[config.mk]
export PLATFORM = sky130hd
export DESIGN_NAME = mgmii_to_gmii_flat
export DESIGN_NICKNAME = d
export VERILOG_FILES = /design/src/rtl/mgmii_to_gmii_pkg.sv /design/src/rtl/mgmii_to_gmii_if.sv /design/src/rtl/mgmii_to_gmii_mii_rx_len_cnt.sv /design/src/rtl/mgmii_to_gmii.sv /design/src/flat_wrapper.sv
export SDC_FILE = /design/constraint.sdc
export NUM_CORES = 1
export LEC_CHECK = 0
export BUFFER_PORTS_ARGS = -buffer_cell sky130_fd_sc_hd__buf_2
export CAP_MARGIN = 5
export CORE_MARGIN = 3
export CORE_UTILIZATION = 53
export CTS_CLUSTER_DIAMETER = 100
export DETAILED_ROUTE_END_ITERATION = 8
export PLACE_DENSITY = 0.78
export SLEW_MARGIN = 10
export SYNTH_ARGS = -nofsm -noshare
export SYNTH_HDL_FRONTEND = slang
export SYNTH_SLANG_ARGS = --single-unit
[constraint.sdc]
create_clock -name clk_gmii_2x -period 2.2 [get_ports clk_gmii_2x]
set_input_delay 0.44 -clock clk_gmii_2x [delete_from_list [all_inputs] [get_ports clk_gmii_2x]]
set_output_delay 0.44 -clock clk_gmii_2x [all_outputs]
set_load 0.03 [all_outputs]
[src/rtl/mgmii_to_gmii_pkg.sv]
// Shared encodings for the MII receive nibble-to-byte reassembler.
package mgmii_to_gmii_pkg;

    typedef enum logic [2:0] {
        ST_IDLE,
        ST_PRE,
        ST_LO,
        ST_HI,
        ST_EOF,
        ST_DROP
    } rx_state_e;

    localparam logic [3:0] PRE_NIBBLE = 4'h5;
    localparam logic [3:0] SFD_NIBBLE = 4'hD;
    localparam logic [7:0] SFD_BYTE   = 8'hD5;

endpackage

[src/rtl/mgmii_to_gmii_if.sv]
// Receive-path bundle: PHY-side nibble/byte stream in, MAC-side byte stream and frame status out.
interface mgmii_to_gmii_if #(
    parameter int unsigned LEN_W = 11
);
    logic [7:0]       rxd_in;
    logic             rxdv_in;
    logic             rxer_in;
    logic [7:0]       rxd_out;
    logic             rxdv_out;
    logic             rxer_out;
    logic             sof_out;
    logic             eof_out;
    logic [LEN_W-1:0] frame_len;
    logic             dribble_err;
    logic             long_err;
    logic             pre_err;

    // PHY / stimulus side
    modport master (
        output rxd_in, rxdv_in, rxer_in,
        input  rxd_out, rxdv_out, rxer_out, sof_out, eof_out,
        input  frame_len, dribble_err, long_err, pre_err
    );

    // Reassembler side
    modport slave (
        input  rxd_in, rxdv_in, rxer_in,
        output rxd_out, rxdv_out, rxer_out, sof_out, eof_out,
        output frame_len, dribble_err, long_err, pre_err
    );
endinterface

[src/rtl/mgmii_to_gmii_mii_rx_len_cnt.sv]
// Saturating frame byte counter; loads 1 on the SFD byte and stops at MAX_LEN.
module mii_rx_len_cnt #(
    parameter int unsigned LEN_W   = 11,
    parameter int unsigned MAX_LEN = 1536
) (
    input  logic             clk_gmii_2x,
    input  logic             resetn_rx,
    input  logic             start,
    input  logic             inc,
    output logic [LEN_W-1:0] count,
    output logic             full,
    output logic             ovf
);
    logic [LEN_W-1:0] count_q, count_d;
    logic             ovf_q, ovf_d;

    // Full at the length limit, or at all-ones so the counter can never wrap.
    assign full  = (count_q == LEN_W'(MAX_LEN)) || (&count_q);
    assign count = count_q;
    assign ovf   = ovf_q;

    // Next count: restart at SFD, advance on delivered bytes, flag bytes refused while full.
    always_comb begin
        count_d = count_q;
        ovf_d   = ovf_q;
        if (start) begin
            count_d = LEN_W'(1);
            ovf_d   = 1'b0;
        end else if (inc) begin
            if (full) begin
                ovf_d = 1'b1;
            end else begin
                count_d = count_q + 1'b1;
            end
        end
    end

    // Counter state registers.
    always_ff @(posedge clk_gmii_2x or negedge resetn_rx) begin
        if (!resetn_rx) begin
            count_q <= '0;
            ovf_q   <= 1'b0;
        end else begin
            count_q <= count_d;
            ovf_q   <= ovf_d;
        end
    end
endmodule

[src/rtl/mgmii_to_gmii.sv]
// MII receive reassembler: strips preamble, aligns on SFD, pairs nibbles into bytes; GMII mode is a registered bypass.
module mgmii_to_gmii #(
    parameter int unsigned LEN_W   = 11,
    parameter int unsigned MAX_LEN = 1536
) (
    input logic           clk_gmii_2x,
    input logic           resetn_rx,
    input logic           gmii_mode,
    mgmii_to_gmii_if.slave rx
);
    import mgmii_to_gmii_pkg::*;

    rx_state_e        state_q, state_d;
    logic [3:0]       lat_q, lat_d;
    logic             er_lat_q, er_lat_d;
    logic [7:0]       rxd_q, rxd_d;
    logic             rxdv_q, rxdv_d;
    logic             rxer_q, rxer_d;
    logic             sof_q, sof_d;
    logic             eof_q, eof_d;
    logic             drib_q, drib_d;
    logic             long_q, long_d;
    logic             pre_err_q, pre_err_d;

    logic             cnt_start, cnt_inc, cnt_full, cnt_ovf;
    logic [LEN_W-1:0] cnt;
    logic [3:0]       nib;

    assign nib = rx.rxd_in[3:0];

    mii_rx_len_cnt #(
        .LEN_W   (LEN_W),
        .MAX_LEN (MAX_LEN)
    ) u_len_cnt (
        .clk_gmii_2x (clk_gmii_2x),
        .resetn_rx   (resetn_rx),
        .start       (cnt_start),
        .inc         (cnt_inc),
        .count       (cnt),
        .full        (cnt_full),
        .ovf         (cnt_ovf)
    );

    // Next-state and next-output decode; EOF shares IDLE's evaluation so a back-to-back carrier is not lost.
    always_comb begin
        state_d   = state_q;
        lat_d     = lat_q;
        er_lat_d  = er_lat_q;
        rxd_d     = rxd_q;
        rxdv_d    = 1'b0;
        rxer_d    = 1'b0;
        sof_d     = 1'b0;
        eof_d     = 1'b0;
        drib_d    = 1'b0;
        long_d    = 1'b0;
        pre_err_d = 1'b0;
        cnt_start = 1'b0;
        cnt_inc   = 1'b0;
        if (gmii_mode) begin
            state_d = ST_IDLE;
            rxd_d   = rx.rxd_in;
            rxdv_d  = rx.rxdv_in;
            rxer_d  = rx.rxer_in;
        end else begin
            case (state_q)
                ST_IDLE, ST_EOF: begin
                    if (!rx.rxdv_in) begin
                        state_d = ST_IDLE;
                    end else if (nib == PRE_NIBBLE) begin
                        state_d = ST_PRE;
                    end else begin
                        state_d   = ST_DROP;
                        pre_err_d = 1'b1;
                    end
                end
                ST_PRE: begin
                    if (!rx.rxdv_in) begin
                        state_d = ST_IDLE;
                    end else if (rx.rxer_in) begin
                        state_d   = ST_DROP;
                        pre_err_d = 1'b1;
                    end else if (nib == PRE_NIBBLE) begin
                        state_d = ST_PRE;
                    end else if (nib == SFD_NIBBLE) begin
                        state_d   = ST_LO;
                        rxd_d     = SFD_BYTE;
                        rxdv_d    = 1'b1;
                        sof_d     = 1'b1;
                        cnt_start = 1'b1;
                    end else begin
                        state_d   = ST_DROP;
                        pre_err_d = 1'b1;
                    end
                end
                ST_LO: begin
                    if (!rx.rxdv_in) begin
                        state_d = ST_EOF;
                        eof_d   = 1'b1;
                        long_d  = cnt_ovf;
                    end else begin
                        state_d  = ST_HI;
                        lat_d    = nib;
                        er_lat_d = rx.rxer_in;
                    end
                end
                ST_HI: begin
                    if (!rx.rxdv_in) begin
                        state_d = ST_EOF;
                        eof_d   = 1'b1;
                        drib_d  = 1'b1;
                        long_d  = cnt_ovf;
                    end else begin
                        state_d = ST_LO;
                        cnt_inc = 1'b1;
                        if (!cnt_full) begin
                            rxd_d  = {nib, lat_q};
                            rxdv_d = 1'b1;
                            rxer_d = er_lat_q | rx.rxer_in;
                        end
                    end
                end
                ST_DROP: begin
                    if (!rx.rxdv_in) begin
                        state_d = ST_IDLE;
                    end
                end
                default: state_d = ST_IDLE;
            endcase
        end
    end

    // FSM state, nibble latch and registered outputs.
    always_ff @(posedge clk_gmii_2x or negedge resetn_rx) begin
        if (!resetn_rx) begin
            state_q   <= ST_IDLE;
            lat_q     <= '0;
            er_lat_q  <= 1'b0;
            rxd_q     <= '0;
            rxdv_q    <= 1'b0;
            rxer_q    <= 1'b0;
            sof_q     <= 1'b0;
            eof_q     <= 1'b0;
            drib_q    <= 1'b0;
            long_q    <= 1'b0;
            pre_err_q <= 1'b0;
        end else begin
            state_q   <= state_d;
            lat_q     <= lat_d;
            er_lat_q  <= er_lat_d;
            rxd_q     <= rxd_d;
            rxdv_q    <= rxdv_d;
            rxer_q    <= rxer_d;
            sof_q     <= sof_d;
            eof_q     <= eof_d;
            drib_q    <= drib_d;
            long_q    <= long_d;
            pre_err_q <= pre_err_d;
        end
    end

    assign rx.rxd_out     = rxd_q;
    assign rx.rxdv_out    = rxdv_q;
    assign rx.rxer_out    = rxer_q;
    assign rx.sof_out     = sof_q;
    assign rx.eof_out     = eof_q;
    assign rx.frame_len   = cnt;
    assign rx.dribble_err = drib_q;
    assign rx.long_err    = long_q;
    assign rx.pre_err     = pre_err_q;
endmodule
[src/flat_wrapper.sv]
// flat-port wrapper written by rule: the top's interface ports become plain ports
module mgmii_to_gmii_flat import mgmii_to_gmii_pkg::*;
#(
    parameter int unsigned LEN_W   = 11,
    parameter int unsigned MAX_LEN = 1536
)
  (clk_gmii_2x, resetn_rx, gmii_mode, rx_rxd_in, rx_rxdv_in, rx_rxer_in, rx_rxd_out, rx_rxdv_out, rx_rxer_out, rx_sof_out, rx_eof_out, rx_frame_len, rx_dribble_err, rx_long_err, rx_pre_err);
  mgmii_to_gmii_if #(.LEN_W(LEN_W)) rx_i ();
  input logic clk_gmii_2x;
  input logic resetn_rx;
  input logic gmii_mode;
  input wire logic [$bits(rx_i.rxd_in)-1:0] rx_rxd_in;
  input wire logic [$bits(rx_i.rxdv_in)-1:0] rx_rxdv_in;
  input wire logic [$bits(rx_i.rxer_in)-1:0] rx_rxer_in;
  output wire logic [$bits(rx_i.rxd_out)-1:0] rx_rxd_out;
  output wire logic [$bits(rx_i.rxdv_out)-1:0] rx_rxdv_out;
  output wire logic [$bits(rx_i.rxer_out)-1:0] rx_rxer_out;
  output wire logic [$bits(rx_i.sof_out)-1:0] rx_sof_out;
  output wire logic [$bits(rx_i.eof_out)-1:0] rx_eof_out;
  output wire logic [$bits(rx_i.frame_len)-1:0] rx_frame_len;
  output wire logic [$bits(rx_i.dribble_err)-1:0] rx_dribble_err;
  output wire logic [$bits(rx_i.long_err)-1:0] rx_long_err;
  output wire logic [$bits(rx_i.pre_err)-1:0] rx_pre_err;
  assign rx_i.rxd_in = rx_rxd_in;
  assign rx_i.rxdv_in = rx_rxdv_in;
  assign rx_i.rxer_in = rx_rxer_in;
  assign rx_rxd_out = rx_i.rxd_out;
  assign rx_rxdv_out = rx_i.rxdv_out;
  assign rx_rxer_out = rx_i.rxer_out;
  assign rx_sof_out = rx_i.sof_out;
  assign rx_eof_out = rx_i.eof_out;
  assign rx_frame_len = rx_i.frame_len;
  assign rx_dribble_err = rx_i.dribble_err;
  assign rx_long_err = rx_i.long_err;
  assign rx_pre_err = rx_i.pre_err;
  mgmii_to_gmii #(.LEN_W(LEN_W), .MAX_LEN(MAX_LEN)) u_core (.clk_gmii_2x(clk_gmii_2x), .resetn_rx(resetn_rx), .gmii_mode(gmii_mode), .rx(rx_i));
endmodule
# Word-level counts from Yosys, hierarchy flattened
# Index checks and enable logic that the tools add are counted.
op_classes:
  addsub: 1
  multipliers: 0
  n_div: 0
  order_cmp: 0
  eq_ne: 16
  n_shift: 0
  muxes: 58
  n_bitwise: 2
  n_reduce_logical: 12
op_table:
  columns: ["cell", "count"]
  rows:
  - ["8-bit 2-to-1 mux", 7]
  - ["1-bit 2-to-1 mux", 34]
  - ["11-bit 2-to-1 mux", 3]
  - ["3-bit 2-to-1 mux", 10]
  - ["3-bit inequality test (second input constant)", 6]
  - ["8-bit one-hot mux with 2 select lines", 1]
  - ["3-bit one-hot mux with 5 select lines", 1]
  - ["11-bit by 1-bit adder with 11-bit output (second input constant)", 1]
  - ["11-bit equality test (second input constant)", 1]
  - ["11-bit AND reduction", 1]
  - ["7-bit AND reduction", 1]
  - ["3-bit by 2-bit equality test with 1-bit output (second input constant)", 2]
  - ["3-bit equality test (second input constant)", 2]
  - ["4-bit by 3-bit equality test with 1-bit output (second input constant)", 1]
  - ["4-bit equality test (second input constant)", 1]
  - ["1-bit one-hot mux with 2 select lines", 2]
  - ["2-bit AND reduction", 2]
  - ["2-bit nonzero test", 2]
  - ["2-bit OR reduction", 2]
  - ["3-bit by 1-bit equality test with 1-bit output (second input constant)", 1]
  - ["3-bit logical NOT", 1]
  - ["3-bit by 2-bit inequality test with 1-bit output (second input constant)", 1]
  - ["3-bit AND reduction", 1]
  - ["3-bit nonzero test", 1]
  - ["other kinds (4)", 4]
totals:
  reg_bits: 35
  latch_bits: 0
  ram_bits: 0
  rom_bits: 0
  in_bits: 13
  elab_cells: 102
  memories: 0

# Depth between registers and ports, before layout
# Gate-level depths: netlist of run 1.
logic_depth:
  word_depth: 9
  depth_mapped: 8
  mapped_depth_nobuf: 7

# By module
# Synthesis of run 1 repeated with hierarchy kept, for this count alone.
hier_totals:
  hier_cells: 174
  hier_area_um2: 1851.8
modules_own_cells:
  columns: ["mod", "n_inst", "cells_per_inst", "area_per_inst_um2", "seq_area_each_um2"]
  rows:
  - ["mgmii_to_gmii", 1, 94, 1091.0, 575.6]
  - ["mii_rx_len_cnt", 1, 80, 760.7, 300.3]

# Least setup slack after synthesis of run 1
# No wires, ideal clock.
synth_timing:
  path_kind: "register to register"
  startpoint: "reg u_core.u_len_cnt.count_q[0] (netlist: u_core.u_len_cnt.count[0])"
  endpoint: "reg u_core.rxd_q[1] (netlist: u_core.rx.rxd_out[1])"
  setup_ns: 0.125
  arrival_time_ns: 2.150
  required_ns: 2.075
  path_slack_ns: -0.075
  stages_incl_launch_ff: 8
  synth_period_minus_slack_ns: 2.275
  cell_sequence: "dfrtp_1 -> ha_1 -> nand2_1 -> or3_1 -> a21o_1 -> buf_6 -> o22ai_4 -> mux2_4"
synth_between:
  elab_chain_len: 4
  word_cells_on_any_way: 5
  classes_between: "2 x eq/ne; 3 x reduce/logical"
synth_lines:
  columns: ["item", "line", "rtl"]
  rows:
  - ["start: declaration", "mgmii_to_gmii_mii_rx_len_cnt.sv:14", "logic [LEN_W-1:0] count_q, count_d;"]
  - ["start signal: assignment", "mgmii_to_gmii_mii_rx_len_cnt.sv:44", "count_q <= count_d;"]
  - ["11-bit equality test / 11-bit AND reduction (equally long branches)", "mgmii_to_gmii_mii_rx_len_cnt.sv:18", "assign full = (count_q == LEN_W'(MAX_LEN)) || (&count_q);"]
  - ["1-bit logical OR *", "mgmii_to_gmii_mii_rx_len_cnt.sv:18", null]
  - ["3-bit inequality test (no source line) *", null, null]
  - ["7-bit AND reduction (no source line) *", null, null]
  - ["end signal: assignment", "mgmii_to_gmii.sv:150", "rxd_q <= rxd_d;"]
  - ["end: declaration", "mgmii_to_gmii.sv:16", "logic [7:0] rxd_q, rxd_d;"]
# Mark *: on every way between the ends. The rest lies on a longest branch, timed or not.
# A chain may end at the register's enable or synchronous reset.

# Worst setup path after layout of run 1
layout_timing:
  startpoint: "reg u_core.u_len_cnt.count_q[0] (netlist: u_core.u_len_cnt.count[0])"
  endpoint: "reg u_core.rxd_q[3] (netlist: u_core.rx.rxd_out[3])"
# The elaborated chain is that of the path after synthesis.

==> metrics.md, run 1 <==
| Metric | Value |
|---|---|
| Status | completed |
| Initial antenna violation count | 0 |
| Root Buffer | clkbuf_4 |
| Port bufs | 38 |
| Clock network fraction of design power | 27.5% |
| P&R area growth vs syn | 18.9% |
| R2R setup slack | 0.13 ns |
| CP Max Fanout | 8 |
| Maximum clock insertion buffer count | 2 |
| Sw Ratio | about 28% |
| DP Area | 2060 um2 |
| Final worst-path cycle share | 93.9% |
| Worst setup margin | 0.134 ns |
| Layout cells sized above 1 | between 30 and 40% |
| Max VDD drop | approximately 0.32 mV |
| Async SR Flop Fraction | 100% |
| Final setup fails | 0 |
| Vias in the first global route | 1,486 |
| CTS Sinks | 35 |
| Cts repair resizes | 0 |
| First DRT Iteration DRCs | 109 |
| First-pass GRT wire length | 6.89 mm |
| Total iterations of the first detailed-routing run | 4 |
| Total GRT Usage | between 20 and 25% |
| DRC | 0 |
| # Max-Cap Violations | 0 |
| Fin Clk Skew | 0.00653 ns |
| Via count | 1,455 |
| Chip height | 63.8 um |
| Sequential power share | 58.5% |
| Setup_tns | 0 ns |
| Power Density | ~560 nW/um2 |
| Worst path required time | 2.45 ns |
| Final Instance Area | 2100 um2 |
| CTS tree | yes |
| Fin. max-slew vios | 0 |
| Synthesized cell area | 1770 um2 |
| Synth Register Bits | 35 |
| Largest net degree at the start of global routing | 36 |
| Syn Area/Cell | 10.8 um2 |
| Die area | 4070 um2 |
| Min Tclk post-route | slightly above 2 ns |
| Core Area | 3130 um2 |
| Synth Instances | roughly 160 |
| Initial Util | 56.6% |
| Post-CTS setup buffers | 0 |
| WL/cell | roughly 15 um |
| Synth Flop Type | dfrtp_1 |
| Internal Power | 0.848 mW |
| Rows | 20 |
| Gpl congestion | approximately 0.87 |
| Cell variety after synth | 50 |
| Achievable Freq | 484 MHz |
| Yosys warns | 0 |
| Place WS | 0.0141 ns |
| Crit path capture type | flop |
| Synth Net Count | 179 |
| Via density | about 5.7 |
| Slew headroom | about half |
| Top-Level Pins | 39 |
| Worst hold path type | in -> async |
| Gate power share | approximately 14% |
| Pin slew with the least headroom to its limit | ~0.77 ns |
| Unrepaired setup endpoints after global routing | false |
| Worst EP arrival | roughly 2.3 ns |
| Hold buffer count at cts | 0 |
| Switching pwr | 0.322 mW |
| Total Nets Final | about 230 |
| Reg clk slew, reported paths | 0.10 ns |
| Worst skew pair latency | 0.35 ns |
| P_leak | 1.07 nW |
| Antenna-violating nets left | 0 |
| Worst setup SP type | flop |
| Final WL | 3.93 mm |
| DIE WIDTH | 63.8 um |
| Diode count | 0 |
| Post-synth EDFFs | 0 |
| Critical path class | reg -> reg |
| Post-synthesis sequential area ratio | 49.5% |
| H-tree Lvls | 2 |
| Grt ovf | 0 |
| Num CTS Buffers | 5 |
| Final hold vios | 0 |
| HPWL Detailed | 2.94 mm |
through the flow:
stage	hold slack (ns)	utilization, %	power [mW]	std cells
6_report	0.148	67.3	1.17	257
5_1_grt	0.175	67.3	1.24	257
4_1_cts	0.182	67.3	1.18	257
3_5_place_dp	0.491	65.8	0.862	250
3_3_place_gp	0.473	65.8	0.856	250
2_1_floorplan	0.144	-	0.796	164
placed cells by master, fill, tap and decap left out, types with 2 or more instances in the layout:
| cell | n |
|---|---|
| a21oi_1 | 4 |
| a22o_2 | 2 |
| a31oi_1 | 2 |
| and2_1 | 2 |
| buf_2 | 38 |
| buf_4 | 11 |
| clkbuf_1 | 2 |
| clkbuf_4 | 5 |
| dfrtp_1 | 30 |
| dfrtp_2 | 5 |
| ha_1 | 2 |
| inv_1 | 10 |
| mux2_2 | 5 |
| mux2_4 | 3 |
| mux2i_1 | 9 |
| nand2_1 | 11 |
| nand2b_1 | 3 |
| nand3_1 | 5 |
| nand3b_1 | 2 |
| nand4_1 | 4 |
| nor2_1 | 10 |
| nor3_1 | 6 |
| nor4_1 | 2 |
| nor4b_1 | 2 |
| o21ai_0 | 3 |
| o22ai_1 | 5 |
| o311ai_0 | 3 |
| or3_1 | 3 |
| xor2_1 | 2 |
worst paths after layout:
check | from | endpoint | depth (start not counted)
worst max-delay path | u_core.u_len_cnt.count[0] | u_core.rx.rxd_out[3] | 6
worst min-delay path | resetn_rx | u_core.rx.long_err | 1
worst max register to register | u_core.u_len_cnt.count[0] | u_core.rx.rxd_out[3] | 6
worst min register to register | u_core.u_len_cnt.ovf | u_core.rx.long_err | 1
max in group asynchronous | resetn_rx | u_core.u_len_cnt.count[6] | 1
min in group clk_gmii_2x | rx_rxdv_in | u_core.rx.dribble_err | 2
cell usage after synthesis (all sizes together) (3+ instances only):
cell type  instances  area share (%)
inv               10             2.1
clkbuf             5             1.6
mux2i              9             5.1
o22ai              6             2.9
nand2             11             2.3
nor3               7             2.3
nand4              5             2.1
dfrtp             35              49
nand3              5             1.4
mux2               8             5.7
nor2              10             2.1
or3                3             1.1
o311ai             3             1.5
o21ai              3            0.85
a21oi              4             1.1
nand2b             3             1.1
a22o               3             1.6
cell type report:
type / count / area (um2)
fillers: 255 / 1020
flip-flops and latches: 35 / 882
multi-input cells: 111 / 807
repair buffers: 49 / 273
well taps: 44 / 55.1
clock buffers: 7 / 45.0
inverters: 11 / 42.5
state kept, by name (all words and copies together) (netlist names):
| register | cells |
|---|---|
| u_core.state_q | 3 |
| u_core.rx.eof_out | 1 |
| u_core.rx.long_err | 1 |
| u_core.u_len_cnt.count | 11 |
| u_core.er_lat_q | 1 |
| u_core.rx.rxdv_out | 1 |
| u_core.rx.pre_err | 1 |
| u_core.rx.rxer_out | 1 |
| u_core.rx.dribble_err | 1 |
| u_core.rx.sof_out | 1 |
| u_core.rx.rxd_out | 8 |
| u_core.u_len_cnt.ovf | 1 |
| u_core.lat_q | 4 |
power by group through the flow:
stage	Sequential [mW]	Clock, mW	Combinational (mW)
after floorplan	0.733	0	0.0634
after global placement	0.695	0	0.161
after detailed placement	0.696	0	0.166
after CTS	0.684	0.331	0.166
after global routing	0.689	0.372	0.180
final	0.684	0.322	0.164
per-layer routing:
| layer | vias up | GRT usage [%] | part of all wire, % |
|---|---|---|---|
| met5 | - | 0 | 0 |
| met3 | 6 | 9.49 | 6.6 |
| met4 | 0 | 8.63 | 1.2 |
| met1 | 701 | 28.3 | 43 |
| li1 | 705 | - | - |
| met2 | 43 | 32.8 | 49 |
critical path: stages, from the launching register on:
cell and delay (ns):
dfrtp_2 0.42, ha_1 0.18, nand2_1 0.08, or3_1 0.37
a21o_1 0.23, o22ai_4 0.36, mux2_4 0.34
logic make-up (layout without fill, tap and decap cells):
logic type                 after synthesis  count (layout)  synth area share (%)
and+or+nand+nor                         58              58                  18.2
DFF                                     35              35                  49.5
AOI/OAI and AO/OA                       32              32                  14.1
buffers and inverters                   18              67                  4.95
muxes                                   17              17                  10.8
adders and majority gates                2               2                  1.41
xor gates and xnor gates                 2               2                 0.990
(Power assumes the default switching activity.)
==> run 2: changes to the inputs <==
- PLACE_DENSITY: 0.78 -> 0.74
==> metrics.md, run 2 (synthesized netlist as in run 1, its figures left out) <==
| Metric | Value |
|---|---|
| Chip height | 63.8 um (unchanged) |
| Worst setup SP type | flop |
| Largest net degree at the start of global routing | 36 (unchanged) |
| Antenna-violating nets left | 0 (unchanged) |
| CTS tree | yes |
| Gpl congestion | 0.859 (-0.87%) |
| Critical Path, Cell by Cell | ha_1 -> nand2_1 -> or3_1 -> a21o_1 -> o22ai_4 -> buf_12 -> mux2_4 |
| Total GRT Usage | 21.0% (-1.1 points) |
| Post-CTS setup buffers | 0 (unchanged) |
| Post-Layout Cell Count | 261 (+1.6%) |
| Total iterations of the first detailed-routing run | 4 (unchanged) |
| Internal Power | 0.860 mW (+1.3%) |
| Commonest non-fill, non-tap cell in the layout | buf_2 |
| Worst skew pair latency | 0.34 ns (about the same) |
| Status | completed |
| Pin slew with the least headroom to its limit | 0.756 ns (-0.0132 ns) |
| H-tree Lvls | 2 (unchanged) |
| Reg clk slew, reported paths | 0.10 ns (about the same) |
| Sw Ratio | 28.2% (+0.66 points) |
| Worst path required time | 2.44 ns (about the same) |
| Final setup fails | 0 (unchanged) |
| Min Tclk post-route | 2.08 ns (+0.0173 ns) |
| Reg2reg path depth | 7 (+1) |
| # Max-Cap Violations | 0 (unchanged) |
| Place WS | 0.0155 ns (+0.00139 ns) |
| First-pass GRT wire length | 6.62 mm (-3.8%) |
| Worst EP arrival | 2.32 ns (about the same) |
| Port bufs | 38 (unchanged) |
| Fin. max-slew vios | 0 (unchanged) |
| CP Max Fanout | 6 (-2) |
| Maximum clock insertion buffer count | 2 (unchanged) |
| HPWL Detailed | 2.82 mm (-4.0%) |
| Power Density | 558 nW/um2 (+0.37%) |
| Worst setup margin | 0.116 ns (-0.0173 ns) |
| Gate power share | 14.5% (+0.5 points) |
| Crit path max-delay cell type | dfrtp_2 |
| Switching pwr | 0.337 mW (+4.7%) |
| Max VDD drop | 0.361 mV (+15%) |
| Crit path capture type | flop |
| Crit-path max cell delay | 0.42 ns (about the same) |
| Final hold slack | 0.155 ns (+0.00696 ns) |
| Core Util, Final | 68.6% (+1.3 points) |
| Slew headroom | 49.6% (+0.88 points) |
| Rows | 20 (unchanged) |
| Final hold vios | 0 (unchanged) |
| Diode count | 0 (unchanged) |
| P&R area growth vs syn | 21.1% |
| Total Nets Final | 231 (+1.3%) |
| P_leak | 1.09 nW (+2.2%) |
| Vias in the first global route | 1,406 (-5.4%) |
| Final WL | 3.94 mm (+0.13%) |
| Critical path class | reg -> reg |
| First DRT Iteration DRCs | 91 (-17%) |
| Initial Util | 56.6% (unchanged) |
| Die area | 4070 um2 (unchanged) |
| Core Area | 3130 um2 (unchanged) |
| Worst hold path type | in -> async |
| Num CTS Buffers | 5 (unchanged) |
| DP Area | 2050 um2 (-0.36%) |
| Clock network fraction of design power | 28.3% (+0.8 points) |
| CTS Sinks | 35 (unchanged) |
| Initial antenna violation count | 0 (unchanged) |
| DRC | 0 (unchanged) |
| Achievable Freq | 480 MHz (-0.83%) |
| Cts repair resizes | 0 (unchanged) |
| Number of flip-flops in the largest register | 11 (unchanged) |
| Hold buffer count at cts | 0 (unchanged) |
| Most frequent cells in the layout | buf_2, dfrtp_1, buf_4, nand2_1 |
| Placed Instances | 249 (-0.40%) |
| Via count | 1,473 (+1.2%) |
| Layout cells sized above 1 | 37.3% (+1.2 points) |
| Sequential power share | 57.2% (-1.3 points) |
| Fin Clk Skew | 0.00929 ns (+0.00276 ns) |
| Top-Level Pins | 39 (unchanged) |
| Root Buffer | clkbuf_4 |
| Pwr Total | 1.20 mW (+2.3%) |
| Grt ovf | 0 (unchanged) |
| DIE WIDTH | 63.8 um (unchanged) |
| Unrepaired setup endpoints after global routing | false |
| Setup_tns | 0 ns (unchanged) |
| Via density | 5.64 (-0.31%) |
| Final Instance Area | 2140 um2 (+1.9%) |
| WL/cell | 15.1 um (-1.4%) |
| Final worst-path cycle share | 94.7% (+0.79 points) |
[run 2: cell count changes in the layout (fill, tap and decap cells not counted), sizes merged]
cell,previous run,this run
buf,49,52
clkinv,1,2
[run 2: worst paths after layout]
check / end / slack, ns / startpoint
max in group asynchronous: u_core.u_len_cnt.count[6] / 1.52 / resetn_rx
max reg2reg: u_core.rx.rxd_out[5] / 0.12 / u_core.u_len_cnt.count[0]
min in group clk_gmii_2x: u_core.rx.dribble_err / 0.35 / rx_rxdv_in
max: u_core.rx.rxd_out[5] / 0.12 / u_core.u_len_cnt.count[0]
min: u_core.rx.long_err / 0.15 / resetn_rx
min reg2reg: u_core.rx.long_err / 0.50 / u_core.u_len_cnt.ovf
[run 2: worst max-delay path, delay by kind of cell (launching register included)]
family / cells / cell delay [ns]
muxes: 1 / 0.29
buffers and inverters: 1 / 0.15
AOI/OAI and AO/OA: 2 / 0.49
adders and majority gates: 1 / 0.19
DFF: 1 / 0.42
and+or+nand+nor: 2 / 0.45
[run 2: layer usage]
layer	GRT usage (%)	share of wire, %	up-vias
met1	28.4	47	717
met5	0	0	-
met3	6.68	5.1	7
met2	31.2	47	35
li1	-	-	714
met4	8.36	1.4	0
[run 2: cell type report]
type / instances / area [um2]
timing repair buffer: 52 / 308
tap: 44 / 55.1
fill: 258 / 983
sequential: 35 / 882
clock buffer: 7 / 45.0
inverter: 11 / 42.5
multi-input combinational: 111 / 807
clock inverter: 1 / 5.00
[run 2: power groups by stage]
stage	combinational, mW	clock [mW]	sequential (mW)
floorplan	0.0634	0	0.733
detailed placement	0.166	0	0.698
finish	0.173	0.339	0.685
CTS	0.166	0.348	0.685
global route	0.188	0.376	0.689
global placement	0.161	0	0.695
